<file path="config.mk">
export PLATFORM = sky130hd
export DESIGN_NAME = wptr_full_ctrl
export DESIGN_NICKNAME = d
export VERILOG_FILES = /design/src/rtl/wptr_full_ctrl.sv
export SDC_FILE = /design/constraint.sdc
export NUM_CORES = 1
export LEC_CHECK = 0
export CAP_MARGIN = 25
export CORE_ASPECT_RATIO = 0.9
export CORE_MARGIN = 1
export CORE_UTILIZATION = 48
export DETAILED_ROUTE_END_ITERATION = 8
export PLACE_DENSITY_LB_ADDON = 0.25
export SYNTH_ARGS = -nofsm -noshare
export SYNTH_HDL_FRONTEND = slang
export SYNTH_SLANG_ARGS = --single-unit
</file>
<file path="constraint.sdc">
create_clock -name clk -period 6.9 [get_ports clk]
set_input_delay 1.38 -clock clk [delete_from_list [all_inputs] [get_ports clk]]
set_output_delay 1.38 -clock clk [all_outputs]
set_load 0.1 [all_outputs]
</file>
<file path="src/rtl/wptr_full_ctrl.sv">
// wptr_full_ctrl
// Write-domain pointer and full-flag controller for a dual-clock FIFO.
// Keeps the write pointer in binary (memory address) and Gray (crossing to
// the read domain) form, and derives full / almost-full / occupancy /
// overflow status against the read pointer already synchronized into clk.
//
// Ports
//   clk           write-domain clock
//   rst_n         synchronous active-low reset
//   winc          write request from the producer
//   wq2_rptr      Gray read pointer, synchronized into clk
//   waddr         memory write address (registered)
//   wptr          Gray write pointer to the write-to-read synchronizer
//   wfull         FIFO full
//   walmost_full  occupancy >= AFULL_THRESH
//   wcount        occupancy estimate, 0..2^ADDR_WIDTH
//   woverflow     sticky: write attempted while full
module wptr_full_ctrl #(
   parameter int ADDR_WIDTH   = 4,
   parameter int AFULL_THRESH = 12
) (
   input  logic                  clk,
   input  logic                  rst_n,
   input  logic                  winc,
   input  logic [ADDR_WIDTH:0]   wq2_rptr,
   output logic [ADDR_WIDTH-1:0] waddr,
   output logic [ADDR_WIDTH:0]   wptr,
   output logic                  wfull,
   output logic                  walmost_full,
   output logic [ADDR_WIDTH:0]   wcount,
   output logic                  woverflow
);

   localparam int PW = ADDR_WIDTH + 1;
   localparam logic [ADDR_WIDTH:0] THRESH = PW'(AFULL_THRESH);

   logic [ADDR_WIDTH:0] wbin_q, wbin_d;
   logic [ADDR_WIDTH:0] wptr_q, wptr_d;
   logic [ADDR_WIDTH:0] wcount_q, wcount_d;
   logic                wfull_q, wfull_d;
   logic                wafull_q, wafull_d;
   logic                wovf_q, wovf_d;

   logic                push;
   logic [ADDR_WIDTH:0] rbin_sync;
   logic [ADDR_WIDTH:0] full_cmp;

   assign push = winc & ~wfull_q;

   // Gray-to-binary: each bit is the XOR of all Gray bits at or above it.
   always_comb begin
      rbin_sync = '0;
      rbin_sync[ADDR_WIDTH] = wq2_rptr[ADDR_WIDTH];
      for (int i = ADDR_WIDTH - 1; i >= 0; i--) begin
         rbin_sync[i] = rbin_sync[i+1] ^ wq2_rptr[i];
      end
   end

   // Full when the write pointer is exactly one lap ahead: in Gray form that
   // means the top two bits are inverted and the rest match.
   assign full_cmp = {~wq2_rptr[ADDR_WIDTH:ADDR_WIDTH-1], wq2_rptr[ADDR_WIDTH-2:0]};

   always_comb begin
      wbin_d   = wbin_q + {{ADDR_WIDTH{1'b0}}, push};
      wptr_d   = (wbin_d >> 1) ^ wbin_d;
      wcount_d = wbin_d - rbin_sync;
      wfull_d  = (wptr_d == full_cmp);
      wafull_d = (wcount_d >= THRESH);
      wovf_d   = wovf_q | (winc & wfull_q);
   end

   always_ff @(posedge clk) begin
      if (!rst_n) begin
         wbin_q   <= '0;
         wptr_q   <= '0;
         wcount_q <= '0;
         wfull_q  <= 1'b0;
         wafull_q <= 1'b0;
         wovf_q   <= 1'b0;
      end else begin
         wbin_q   <= wbin_d;
         wptr_q   <= wptr_d;
         wcount_q <= wcount_d;
         wfull_q  <= wfull_d;
         wafull_q <= wafull_d;
         wovf_q   <= wovf_d;
      end
   end

   assign waddr        = wbin_q[ADDR_WIDTH-1:0];
   assign wptr         = wptr_q;
   assign wfull        = wfull_q;
   assign walmost_full = wafull_q;
   assign wcount       = wcount_q;
   assign woverflow    = wovf_q;

endmodule

</file>
==> impl_results.md <==
- Maximum operating frequency: 0.265 GHz
- Critical path buffers and inverters: 2
- Diodes inserted: 0
- Reg-to-reg slack, setup: 4.66 ns
- Hold depth: 2
- Root Buffer: clkbuf_4
- Fin. max-slew vios: 0
- Mapped cell area: 843 sq um
- Hold_buf cts: 0
- Commonest non-fill, non-tap cell in the layout: clkdlybuf4s50_1
- Post-Syn Area per Cell: 10.7 sq um
- Layout cells sized above 1: 0.0660
- Post-synthesis sequential area ratio: 0.404
- Nets: 122
- Synth Register Bits: 17
- Mapped Nets: 94
- Pwr/cell area: 305 nW/um^2
- Detailed Route Iter0 Violations: 6
- CTS max path bufs: 2
- Initial antenna violation count: 0
- Worst-path maximum fanout: 3
- DR WL/cell: 11.5 um
- Crit Reg-Reg Startpoint: wfull
- R2R Path End: walmost_full
- Tmin final: 3.78 ns
- First-pass GRT wire length: 2530 um
- RSZ-0062 raised after global routing: false
- Reg2Reg Depth: 10
- Die area: 1930 sq um
- Post-CTS resize count: 0
- Most used cell, CP: xnor2_1
- Most frequent cells in the layout: clkdlybuf4s50_1, dfxtp_1, xnor2_1
- Cts bufs inserted: 3
- VDD IR max: 0.000235 V
- DIE WIDTH: 46.2 um
- Req. time, crit path: 7.09 ns
- CP arrival: 3.97 ns
- Initial core utilization: 0.546
- Setup crit end kind: register
- TritonCTS clock tree: built
- Die H: 41.8 um
- Setup tns final: 0 ns
- Clk_lat worst skew: 0.29 ns
- RD Place Congestion: 0.700
- Fillers: 112
- Crit start category: primary input
- Postcts setup bufs: 0
- H-tree levels: 1
- Hold path start: woverflow
- Core Box Area: 1550 sq um
- Worst Hold Class: reg2reg
- Final setup vio count: 0
- Cell Chain, Critical Path: clkdlybuf4s50_1, xnor2_1, xor2_1, xor2_1, xnor2_1, ha_1, fa_1, inv_1, a21o_1, a21oi_1, xnor2_1, a22o_1
- Vias in the first global route: 574
- Clk sinks: 17
- Synth warnings: 0
- Worst-path clk slew: 0.10 ns
- Total grt overflow: 0
- Area delta synth->final: 34.4%
- MaxCap Viol Count: 0
- Worst Tran Pin Value: 0.974 ns
- Max_slew headroom: 0.349
- CP delay by family, top: XOR/XNOR gates
- Leakage: 0.477 nW
- Max incr delay on CP: 0.45 ns
- Io pins: 25
- Count of cell types in the netlist: 19
- # DRC: 0
- Hpwl dp: 1140 um
- DR vias: 608
- GR Util All Layers: 0.183
- Synthesized netlist cell count: 79
- Total Wirelength: 1470 um
- Clock Skew: 0.00212 ns
- Hold WS: 0.525 ns
- Pre-antenna DRT Iters: 4
- Hold Vio Cnt, Final: 0
- Pin count of the biggest net entering global routing: 18
- Slowest-stage cell, CP: clkdlybuf4s50_1
- Worst Hold Endpoint: woverflow
- IO Port Bufs: 24
- Cell Rows: 13
- Vias per Instance: 4.75
- Final period utilization: 0.547
- CP Class: in2reg
- Status: completed
- ANT nets after route: 0
-- report_power, final --
part	internal, mW	leakage, nW	total (mW)	switching (mW)
registers	0.111	0.140	0.114	0.00373
logic	0.0520	0.322	0.177	0.125
clock network	0.0225	0.0150	0.0538	0.0313
total	0.185	0.477	0.345	0.160
-- worst min-delay path: stages (launching register included) --
cell	delay, ns
dfxtp_1	0.32
a21oi_1	0.11
nor2b_1	0.05
-- metal layers --
layer / vias to the layer above / global-route usage / wire, um
met5: - / 0 / 0
met4: 0 / 0.0706 / 22
met3: 2 / 0.0391 / 72
met2: 20 / 0.321 / 760
met1: 283 / 0.207 / 614
li1: 303 / - / -
-- area by class of cell --
type	instances	area, sq um	share of cell area
multi-input combinational	55	477	0.421
sequential	17	340	0.300
timing repair buffer	24	240	0.212
tap	22	27.5	0.0243
clock buffer	4	26.3	0.0232
inverter	6	22.5	0.0199
-- worst max-delay path by stage --
stage / start / end / slack, ns / depth (start not counted)
2_1_floorplan: wq2_rptr[4] / walmost_full / 3.48 / 11
3_3_place_gp: wq2_rptr[4] / walmost_full / 2.90 / 12
3_5_place_dp: wq2_rptr[4] / walmost_full / 2.79 / 12
4_1_cts: wq2_rptr[4] / walmost_full / 3.11 / 12
5_1_grt: wq2_rptr[4] / walmost_full / 2.86 / 12
6_report: wq2_rptr[4] / walmost_full / 3.12 / 12
-- cells in the mapped netlist (all sizes together) --
cell / count / area, sq um
fa: 1 / 20.0
inv: 6 / 22.5
or3: 1 / 6.26
a211oi: 1 / 12.5
a21oi: 3 / 15.0
a22o: 1 / 8.76
nand3: 4 / 20.0
dfxtp: 17 / 340
and2: 11 / 70.1
ha: 6 / 75.1
nor2b: 4 / 25.0
clkbuf: 1 / 3.75
a21o: 2 / 15.0
xor2: 8 / 96.4
and2b: 1 / 7.51
xnor2: 12 / 105
-- registers in the layout, indices dropped and copies added, names as in the netlist --
name          flops
woverflow         1
wbin_q            5
wcount            5
walmost_full      1
wptr              4
wfull             1
-- logic make-up after synthesis --
group | count (synthesis) | share of synthesized area
flops | 17 | 0.404
xor+xnor | 20 | 0.239
buf+inv | 7 | 0.0312
fa+ha+maj | 7 | 0.113
compound gates | 7 | 0.0608
simple gates | 21 | 0.153
-- metrics by stage --
step                setup WS, ns   util  instances  power [mW]  area [sq um]
floorplan                   3.48      -         79       0.256           843
global placement            2.90  0.717        124       0.291          1110
detailed placement          2.79  0.717        124       0.294          1110
CTS                         3.11  0.734        128       0.348          1130
global route                2.86  0.734        128       0.362          1130
finish                      3.12  0.734        128       0.345          1130
No activity file was read; power rests on OpenSTA's default activity.
